[src/rtl/vend_credit_fsm.sv]
// vend_credit_fsm: coin credit accumulator and vend sequencer feeding an external comparator.
// Optional idle auto-refund is compiled in by defining TIMEOUT_EN.
module vend_credit_fsm #(
    parameter int WIDTH     = 4,
    parameter int COIN0_VAL = 1,
    parameter int COIN1_VAL = 2,
    parameter int COIN2_VAL = 5
`ifdef TIMEOUT_EN
    ,
    parameter int TIMEOUT_CYCLES = 1000
`endif
) (
    input  logic             clk,
    input  logic             rst_n,
    input  logic             coin_valid,
    input  logic [1:0]       coin_type,
    input  logic             sel_valid,
    input  logic [WIDTH-1:0] price,
    input  logic             cancel,
    input  logic             a_gte_b,
    output logic [WIDTH-1:0] credit,
    output logic [WIDTH-1:0] price_q,
    output logic             dispense,
    output logic             change_valid,
    output logic [WIDTH-1:0] change,
    output logic             coin_reject,
    output logic             busy,
    output logic [2:0]       state_dbg
);

    // Handshake: every input is a one-cycle strobe consumed in the cycle it is high
    // (no ready/back-pressure); outputs are registered one-cycle pulses.
    localparam logic [2:0] ST_IDLE     = 3'd0;
    localparam logic [2:0] ST_COLLECT  = 3'd1;
    localparam logic [2:0] ST_CHECK    = 3'd2;
    localparam logic [2:0] ST_DISPENSE = 3'd3;
    localparam logic [2:0] ST_CHANGE   = 3'd4;

    logic [2:0]     state;
    logic [WIDTH:0] coin_val;
    logic           coin_bad;
    logic [WIDTH:0] coin_sum;
    logic           coin_fits;
    logic           timeout_hit;

    assign state_dbg = state;

    always_comb begin
        coin_val = '0;
        coin_bad = 1'b0;
        case (coin_type)
            2'b00:   coin_val = (WIDTH+1)'(COIN0_VAL);
            2'b01:   coin_val = (WIDTH+1)'(COIN1_VAL);
            2'b10:   coin_val = (WIDTH+1)'(COIN2_VAL);
            default: coin_bad = 1'b1;
        endcase
    end

    // One extra bit so an overflowing coin is detected instead of wrapping credit.
    assign coin_sum  = {1'b0, credit} + coin_val;
    assign coin_fits = !coin_bad && !coin_sum[WIDTH];

`ifdef TIMEOUT_EN
    localparam int CNT_W = $clog2(TIMEOUT_CYCLES + 1);

    logic [CNT_W-1:0] idle_cnt;
    logic             activity;

    assign activity    = coin_valid || sel_valid || cancel;
    assign timeout_hit = (state == ST_COLLECT) && !activity &&
                         (idle_cnt == CNT_W'(TIMEOUT_CYCLES - 1));

    always_ff @(posedge clk or negedge rst_n) begin
        if (!rst_n) begin
            idle_cnt <= '0;
        end else if (state != ST_COLLECT || activity || timeout_hit) begin
            idle_cnt <= '0;
        end else begin
            idle_cnt <= idle_cnt + CNT_W'(1);
        end
    end
`else
    assign timeout_hit = 1'b0;
`endif

    always_ff @(posedge clk or negedge rst_n) begin
        if (!rst_n) begin
            state        <= ST_IDLE;
            credit       <= '0;
            price_q      <= '0;
            dispense     <= 1'b0;
            change_valid <= 1'b0;
            change       <= '0;
            coin_reject  <= 1'b0;
            busy         <= 1'b0;
        end else begin
            dispense     <= 1'b0;
            change_valid <= 1'b0;
            coin_reject  <= 1'b0;
            case (state)
                ST_IDLE: begin
                    if (sel_valid) begin
                        price_q     <= price;
                        coin_reject <= coin_valid;
                    end else if (coin_valid) begin
                        if (coin_fits) begin
                            credit <= coin_sum[WIDTH-1:0];
                            state  <= ST_COLLECT;
                        end else begin
                            coin_reject <= 1'b1;
                        end
                    end
                end
                ST_COLLECT: begin
                    if (cancel || timeout_hit) begin
                        state        <= ST_CHANGE;
                        change_valid <= 1'b1;
                        change       <= credit;
                        busy         <= 1'b1;
                        coin_reject  <= coin_valid;
                    end else if (sel_valid) begin
                        price_q     <= price;
                        state       <= ST_CHECK;
                        busy        <= 1'b1;
                        coin_reject <= coin_valid;
                    end else if (coin_valid) begin
                        if (coin_fits) begin
                            credit <= coin_sum[WIDTH-1:0];
                        end else begin
                            coin_reject <= 1'b1;
                        end
                    end
                end
                // The comparator already sees the freshly latched price_q here.
                ST_CHECK: begin
                    coin_reject <= coin_valid;
                    if (a_gte_b) begin
                        state    <= ST_DISPENSE;
                        dispense <= 1'b1;
                    end else begin
                        state <= ST_COLLECT;
                        busy  <= 1'b0;
                    end
                end
                ST_DISPENSE: begin
                    coin_reject  <= coin_valid;
                    state        <= ST_CHANGE;
                    change_valid <= 1'b1;
                    change       <= credit - price_q;
                end
                ST_CHANGE: begin
                    coin_reject <= coin_valid;
                    state       <= ST_IDLE;
                    busy        <= 1'b0;
                    credit      <= '0;
                    price_q     <= '0;
                end
                default: begin
                    state <= ST_IDLE;
                    busy  <= 1'b0;
                end
            endcase
        end
    end

endmodule
[config.mk]
export PLATFORM = sky130hd
export DESIGN_NAME = vend_credit_fsm
export DESIGN_NICKNAME = d
export VERILOG_FILES = /design/src/rtl/vend_credit_fsm.sv
export SDC_FILE = /design/constraint.sdc
export NUM_CORES = 1
export LEC_CHECK = 0
export CAP_MARGIN = 0
export CORE_ASPECT_RATIO = 0.6
export CORE_UTILIZATION = 50
export CTS_CLUSTER_DIAMETER = 40
export DETAILED_ROUTE_END_ITERATION = 12
export GPL_TIMING_DRIVEN = 0
export PLACE_DENSITY = 0.88
export SLEW_MARGIN = 15
export SYNTH_ARGS = -nofsm -noshare
export SYNTH_HDL_FRONTEND = slang
export SYNTH_SLANG_ARGS = --single-unit
[constraint.sdc]
create_clock -name clk -period 4.9 [get_ports clk]
set_input_delay 0.49 -clock clk [delete_from_list [all_inputs] [get_ports clk]]
set_output_delay 0.49 -clock clk [all_outputs]
set_load 0.01 [all_outputs]
---- Word level (Yosys, flattened, before mapping) ----
Cells that the tools add are included.
operators by class
  add/subtract/negate cells ............... 2
  multiply operators ...................... 0
  divide/modulo/power cells ............... 0
  $lt $le $gt $ge ......................... 0
  equal/unequal tests ..................... 13
  shifts and indexed selects .............. 0
  muxes and demuxes ....................... 31
  bitwise operators ....................... 1
  reduce and logical (&&, ||, !) cells .... 13
operator list
  cell                                                  number
  2-to-1 mux 4 bit                                      7
  case mux 4 bit (3 select lines)                       2
  2-to-1 mux 3 bit                                      5
  != test 2 bit (second input constant)                 6
  case mux 3 bit (4 select lines)                       1
  2-to-1 mux 1 bit                                      10
  case mux 3 bit (3 select lines)                       1
  case mux 4 bit (2 select lines)                       1
  equality test 3 x 2 -> 1 bit (second input constant)  2
  case mux 1 bit (3 select lines)                       2
  OR reduction 3 bit                                    2
  adder 4 x 5 -> 5 bit                                  1
  AND reduction 2 bit                                   2
  AND reduction 4 bit                                   1
  subtractor 4 bit                                      1
  equality test 3 x 1 -> 1 bit (second input constant)  1
  equality test 3 bit (second input constant)           1
  zero test 3 bit                                       1
  != test 3 bit (second input constant)                 1
  AND reduction 3 bit                                   1
  nonzero test 3 bit                                    1
  equality test 2 x 1 -> 1 bit (second input constant)  1
  equality test 2 bit (second input constant)           1
  zero test 2 bit                                       1
  7 further kinds                                       7
storage, ports and cells
  register bits after elaboration ......... 19
  latch bits .............................. 0
  memory bits (writable) .................. 0
  memory bits (read-only) ................. 0
  bits of input ports ..................... 12
  memories kept ........................... 0

---- Depth between registers and ports, before layout ----
Gate-level depths: netlist of the first run.
  word-level depth ........................ 10
  depth in mapped cells ................... 7
  depth with buffers taken out ............ 7

---- Least setup slack after synthesis of the first run ----
Ideal clock, no wire load.
  kind .................................... input -> register
  from .................................... in coin_type[0]
  to ...................................... reg credit[1]
  setup time .............................. 0.121 ns
  arrival time ............................ 1.855 ns
  required time ........................... 4.779 ns
  path slack .............................. 2.924 ns
  cell stages on the path ................. 7
  path buffers ............................ 0
  cells stage by stage .................... inv_1 > ha_1 > fa_1 > a21o_1 > a221oi_2 > a21oi_1 > a22o_1
on the way
  longest elaborated chain between the ends .. 10
RTL lines
  item                                         line      source
  start: declaration                           16        input logic [1:0] coin_type,
  equality test 2 bit (tied with other cells)  51        case (coin_type)
  case mux 3 bit (3 select lines)              51
  adder 4 x 5 -> 5 bit                         60        assign coin_sum = {1'b0, credit} + coin_val;
  zero test 1 bit                              61        assign coin_fits = !coin_bad && !coin_sum[WIDTH];
  logical AND 1 bit                            61
  2-to-1 mux 4 bit *                           106, 127
  2-to-1 mux 4 bit *                           126       end else if (coin_valid) begin
  2-to-1 mux 4 bit *                           102       if (sel_valid) begin
  2-to-1 mux 4 bit                             115       if (cancel || timeout_hit) begin
  case mux 4 bit (3 select lines) *            100       case (state)
  end signal: assignment                       107       credit <= coin_sum[WIDTH-1:0];
  end signal: assignment                       128       credit <= coin_sum[WIDTH-1:0];
  end: declaration                             21        output logic [WIDTH-1:0] credit,
Mark *: on every way between the ends. The rest lies on a longest branch, timed or not. The select of a mux whose other input is x is not followed.
A chain may end at the register's enable or synchronous reset.

---- Worst setup path in the final report of the first run ----
  from .................................... in coin_type[0]
  to ...................................... reg state[0], in the netlist state_dbg[0]
on the way
  longest elaborated chain between the ends .. 7
RTL lines
  item                                         line  source
  equality test 2 bit (tied with other cells)  51
  case mux 3 bit (3 select lines)              51
  adder 4 x 5 -> 5 bit                         60
  zero test 1 bit                              61
  logical AND 1 bit *                          61
  != test 2 bit (no line) *                    --
  AND reduction 4 bit (no line) *              --
  end signal: assignment                       88    state <= ST_IDLE;
  end signal: assignment                       108   state <= ST_COLLECT;
  end signal: assignment                       116   state <= ST_CHANGE;
  end: declaration                             39    logic [2:0] state;
Mark *: on every way between the ends. The rest lies on a longest branch, timed or not.

==> results of run 1 <==
[power breakdown]
group          switching, mW  leakage [nW]  internal (mW)
Sequential            0.0730         0.244          0.222
Combinational          0.229         0.417          0.248
Clock                 0.0529        0.0228         0.0579
Total                  0.355         0.683          0.528
[cells by family (layout without fill, tap and decap cells)]
logic type / count (synthesis) / count (layout) / share of synthesized area
mux: 4 / 4 / 0.0362
fa+ha+maj: 8 / 8 / 0.104
flops: 19 / 19 / 0.430
simple gates: 36 / 36 / 0.171
buf+inv: 14 / 48 / 0.0544
compound gates: 30 / 30 / 0.180
xor+xnor: 3 / 3 / 0.0238
[per-stage QoR]
step | instances | utilization
after floorplan | 114 | -
after global placement | 172 | 0.732
after detailed placement | 172 | 0.732
after CTS | 176 | 0.755
after global routing | 176 | 0.755
final | 176 | 0.755
[cell type report]
type / count / share of cell area
plain buffers: 4 / 0.0152
clock buffers: 4 / 0.0303
inverters: 10 / 0.0253
multi-input cells: 81 / 0.383
flip-flops and latches: 19 / 0.320
well taps: 28 / 0.0236
repair buffers: 30 / 0.202
[worst register-to-register path, stage by stage (launching register included)]
cell and delay [ps]:
dfrtp_1 450, ha_1 260, fa_1 410, a21o_1 200, a22oi_1 220, nand3b_1 120, a211oi_1 330
[per-layer routing]
layer / track usage / vias up / part of all wire
met2: 0.451 / 30 / 0.49
met5: 0 / - / 0
met4: 0.0814 / 0 / 0.013
met3: 0.0685 / 8 / 0.051
met1: 0.336 / 462 / 0.44
li1: - / 475 / -
[layout by cell type, fill, tap and decap left out, drive strengths merged]
master and n:
a211oi 1, a21boi 1, a21o 1, a21oi 6, a221oi 2, a22o 3
a22oi 1, a31oi 2, and2 2, buf 1, clkbuf 7, clkdlybuf4s50 30
dfrtp 19, fa 2, ha 6, inv 10, mux2i 4, nand2 14
nand3b 3, nand4 1, nor2 8, nor2b 2, nor3 1, nor3b 1
nor4b 1, o211ai 3, o21a 1, o21ai 8, o22ai 1, or2 1
or4b 1, or4bb 1, xnor2 2, xor2 1
[registers in the layout, summed over array words and instances, names as in the netlist]
| name | flops |
|---|---|
| credit | 4 |
| busy | 1 |
| change_valid | 1 |
| coin_reject | 1 |
| change | 4 |
| price_q | 4 |
| state_dbg | 3 |
| dispense | 1 |
[how the worst max path moves through the flow]
stage                               to          from  slack, ps
after global placement    state_dbg[0]  coin_type[0]       2230
final                     state_dbg[0]  coin_type[0]       2410
after global routing      state_dbg[0]  coin_type[0]       2250
after CTS                    credit[0]  coin_type[0]       2400
after floorplan              credit[1]  coin_type[0]       2920
after detailed placement     credit[0]  coin_type[0]       2140
[Yosys cell counts (all sizes together) (2+ instances only)]
| cell | n |
|---|---|
| clkbuf | 3 |
| nor2 | 8 |
| and2 | 2 |
| a221oi | 2 |
| a21oi | 6 |
| mux2i | 4 |
| fa | 2 |
| xnor2 | 2 |
| nor2b | 2 |
| nand3b | 3 |
| nand2 | 14 |
| o211ai | 3 |
| inv | 10 |
| ha | 6 |
| o21ai | 8 |
| a31oi | 2 |
| a22o | 3 |
| dfrtp | 19 |
==> results.cfg, run 1 <==
[clocking]
cts_max_level = 1
clkLatencyLatePin_ps = 260
cts_sinks = 19
ctsHoldBuffers = 0
root_buffer = clkbuf_8
post-cts-setup-buffers = 0
cts_resized = 0
path_clk_slew_ps = 70
cts_buffers = 3
cts_buffer_depth = 2
cts_tree = built

[yosys]
synth-async-reset-ratio = 1.00
synth_ff_type = dfrtp_1
synth_seq_area_share = 0.430
synthCells = 114
synth_edf_count = 0
synthDistinctLibCells = 34
syn_area_um2 = 1100
synth.top_cell.area_share = 0.430
syn-num-nets = 134
ys_ff_latch = 19
synth_area_leader_cell = dfrtp_1
yosysWarnings = 0
synthTopCellsByArea = dfrtp_1, ha_1, nand2_1
synth.avg_cell_area_um2 = 9.69

[die]
die_area_um2 = 2410
initial_core_util = 0.562
io_pins = 31
fp-row-count = 12
core_um2 = 1970
die_x_um = 62.7
die_h_um = 38.4

[min_path]
hold_end = change[0]
hold_depth = 2
hold_class = reg -> reg
hold_path_startpoint = change[0]

[run_status]
status = finished clean

[grt]
first_global_vias = 928
grt_max_degree = 20
overflow = 0
grt_usage = 0.264
grt_pass1_wl_um = 4460
grt_antenna_before_repair = 0

[placement]
placed_area_um2 = 1440
dp_hpwl_um = 2140
gp_congestion = 0.856
post-place-ws_ps = 2140
io_buffer_count = 30

[detailed_routing]
wl_per_cell_um = 15.8
avgViaCountPerCell = 5.54
drt-total-wl_um = 2780
vias = 975
drt-initial-drc-count = 45
firstDrtPassIters = 4
drc = 0
ant_nets = 0

[setup_path]
r2r_slack_ps = 2790
r2r_start = credit[0]
arrival_ps = 2630
path_delay_family = compound AO/OA/AOI/OAI gates
start_kind = input pin
path_cells = clkdlybuf4s50_1 -> inv_1 -> ha_1 -> fa_1 -> a21o_1 -> a22oi_1 -> nand3b_1 -> a211oi_1
worstPathMaxFanout = 4
cpPeakStageDelay_ps = 550
end_kind = flop
rr_endpoint = state_dbg[0]
r2r_cells = 6
cp.depth = 8
path_class = in -> reg
critPathBufInv = 2
critPathSlowestCell = clkdlybuf4s50_1
cp_data_required_time_ps = 5040

[finish]
seq_area_um2 = 475
nFillCells = 136
syn_to_final_growth_pct = 34.4
design_area_um2 = 1490
drive_gt1_frac = 0.0473
n_antenna_cell = 0
nNetsFinal = 169
multiInputGateArea_um2 = 569

[timing]
clock.fmax_ghz = 0.402
drv_slew = 0
slew-limit-headroom = 0.421
timing.final.ws_setup_ps = 2410
whs_ps = 523
setup_violations = 0
rsz0062_at_grt = no
period_minus_slack_ps = 2490
clock_skew_ps = 5.66
fin_tns_setup_ps = 0
hold_violations = 0
worstMarginPinSlew_ps = 866
timing.final.crit_share = 0.508

[power_and_ir_drop]
total_leakage_power_nw = 0.683
p_total_mw = 0.883
power_per_cell_area_nw_per_um2 = 594
peakVddDrop_mv = 0.315

[job]
maxCapViolations = 0
(Power assumes the default switching activity.)
==> run 2, diff against run 1 <==
--- a/config.mk
+++ b/config.mk
@@ -7,11 +7,11 @@
 export LEC_CHECK = 0
 export CAP_MARGIN = 0
 export CORE_ASPECT_RATIO = 0.6
-export CORE_UTILIZATION = 50
+export CORE_UTILIZATION = 42
 export CTS_CLUSTER_DIAMETER = 40
 export DETAILED_ROUTE_END_ITERATION = 12
 export GPL_TIMING_DRIVEN = 0
-export PLACE_DENSITY = 0.88
+export PLACE_DENSITY = 0.79
 export SLEW_MARGIN = 15
 export SYNTH_ARGS = -nofsm -noshare
 export SYNTH_HDL_FRONTEND = slang
==> constraint.sdc (replaced) <==
create_clock -name clk -period 2.2 [get_ports clk]
set_input_delay 0.22 -clock clk [delete_from_list [all_inputs] [get_ports clk]]
set_output_delay 0.22 -clock clk [all_outputs]
set_load 0.01 [all_outputs]
==> results.cfg, run 2 (synthesized netlist as in run 1, its figures left out) <==
[run_status]
status = finished clean

[finish]
nNetsFinal = 169
final_core_util = 0.650
top_regs = change (4), credit (4), price_q (4)
layout_common_cells = clkdlybuf4s50_1, dfrtp_1, nand2_1
nFillCells = 185
n_antenna_cell = 0
syn_to_final_growth_pct = 36.8
mostFrequentLayoutCell = clkdlybuf4s50_1
final_cells = 178
drive_gt1_frac = 0.0676

[timing]
rsz0062_at_grt = no
slew-limit-headroom = 0.437
drv_slew = 0
timing.final.crit_share = 0.943
period_minus_slack_ps = 2070
clock.fmax_ghz = 0.482
setup_violations = 0
worstMarginPinSlew_ps = 842
clock_skew_ps = 4.75
hold_violations = 0

[setup_path]
worstPathMaxFanout = 4
cpPeakStageDelay_ps = 580
critPathBufInv = 1
path_cells = clkdlybuf4s50_1 -> nor2_1 -> fa_1 -> a21o_1 -> a22oi_2 -> nand3b_1 -> a211oi_1
path_delay_family = compound AO/OA/AOI/OAI gates
start_kind = input pin
arrival_ps = 2220
cp_data_required_time_ps = 2340
end_kind = flop
critPathSlowestCell = clkdlybuf4s50_1
path_class = in -> reg

[die]
initial_core_util = 0.475
die_h_um = 41.7
die_area_um2 = 2850
fp-row-count = 13
core_um2 = 2330
die_x_um = 68.2
io_pins = 31

[clocking]
ctsHoldBuffers = 0
cts_max_level = 1
cts_sinks = 19
cts_buffers = 3
post-cts-setup-buffers = 0
path_clk_slew_ps = 70
clkLatencyLatePin_ps = 260
root_buffer = clkbuf_8
cts_buffer_depth = 2
cts_resized = 0
cts_tree = built

[detailed_routing]
vias = 956
ant_nets = 0
wl_per_cell_um = 13.7
avgViaCountPerCell = 5.37
drt-total-wl_um = 2450
drt-initial-drc-count = 49
firstDrtPassIters = 4
drc = 0

[grt]
grt_usage = 0.187
first_global_vias = 874
overflow = 0
grt_max_degree = 20
grt_pass1_wl_um = 3930
grt_antenna_before_repair = 0

[power_and_ir_drop]
peakVddDrop_mv = 0.616
sw_frac_of_total = 0.392
p_clk_frac = 0.126
seqPwrFrac = 0.336
total_leakage_power_nw = 0.696
p_sw_mw = 0.757
power_per_cell_area_nw_per_um2 = 1280
internal-power_mw = 1.17
power.share.combinational = 0.538

[job]
maxCapViolations = 0

[min_path]
hold_class = in -> async

[placement]
placed_cells = 174
dp_hpwl_um = 1910
io_buffer_count = 30
gp_congestion = 0.797
run 2: cell types whose count changed in the layout (fill, tap and decap cells not counted), sizes merged:
cell           before  now
clkbuf              7    6
dlymetal6s2s        0    1
clkdlybuf4s50      30   29
clkinv              0    1
run 2: final cells by class:
type	count	area, um2	share of cell area
Clock buffer	3	41.3	0.0273
Inverter	10	37.5	0.0248
Clock inverter	1	5.00	0.00331
Sequential cell	19	475	0.315
Tap cell	30	37.5	0.0248
Timing Repair Buffer	30	303	0.200
Multi-Input combinational cell	81	589	0.390
Buffer	4	22.5	0.0149
run 2: stage by stage:
stage               TNS (ps)  total power [mW]  setup WS [ps]  area, um2  hold WS, ps
floorplan                  0              1.22            272       1100        -75.6
global placement        -929              1.64           -186       1440          482
detailed placement     -1110              1.68           -229       1440          500
CTS                        0              1.93           35.2       1490          486
global route               0              2.09           36.0       1510          503
finish                     0              1.93            125       1510          445
run 2: final timing paths:
kind | start | to | slack [ps] | cells after the start
worst max register to register | credit[0] | state_dbg[0] | 130 | 6
min in group clk | price[1] | price_q[1] | 500 | 3
worst max-delay path | coin_type[1] | state_dbg[0] | 130 | 7
max in group asynchronous | rst_n | credit[3] | 1240 | 1
worst min register to register | change[0] | change[0] | 510 | 2
worst min-delay path | rst_n | credit[1] | 450 | 1
run 2: power by group through the flow:
stage | clock, mW | sequential (mW) | combinational (mW)
after floorplan | 0 | 0.689 | 0.536
after global placement | 0 | 0.645 | 0.997
after detailed placement | 0 | 0.652 | 1.03
after CTS | 0.250 | 0.647 | 1.03
after global routing | 0.270 | 0.675 | 1.15
final | 0.242 | 0.649 | 1.04
run 2: worst register-to-register path, cell delays in order, from the launching register on:
cell and delay, ps:
dfrtp_1 440, ha_1 250, fa_1 410, a21o_1 220
a22oi_2 210, nand3b_1 120, a211oi_1 320
run 2: metal layers:
layer	vias to the layer above	wire length [um]	GRT usage	part of all wire
li1	471	-	-	-
met1	451	1190	0.250	0.49
met2	34	1100	0.286	0.45
met3	0	152	0.0714	0.062
met4	0	0	0.0375	0
met5	-	0	0	0
==> run 3, diff against run 2 <==
--- a/config.mk
+++ b/config.mk
@@ -10,6 +10,7 @@
 export CORE_UTILIZATION = 42
 export CTS_CLUSTER_DIAMETER = 40
 export DETAILED_ROUTE_END_ITERATION = 12
+export GPL_ROUTABILITY_DRIVEN = 0
 export GPL_TIMING_DRIVEN = 0
 export PLACE_DENSITY = 0.79
 export SLEW_MARGIN = 15
==> results of run 3 <==
No change in the layout: final DEF, timing and power equal those of run 2.
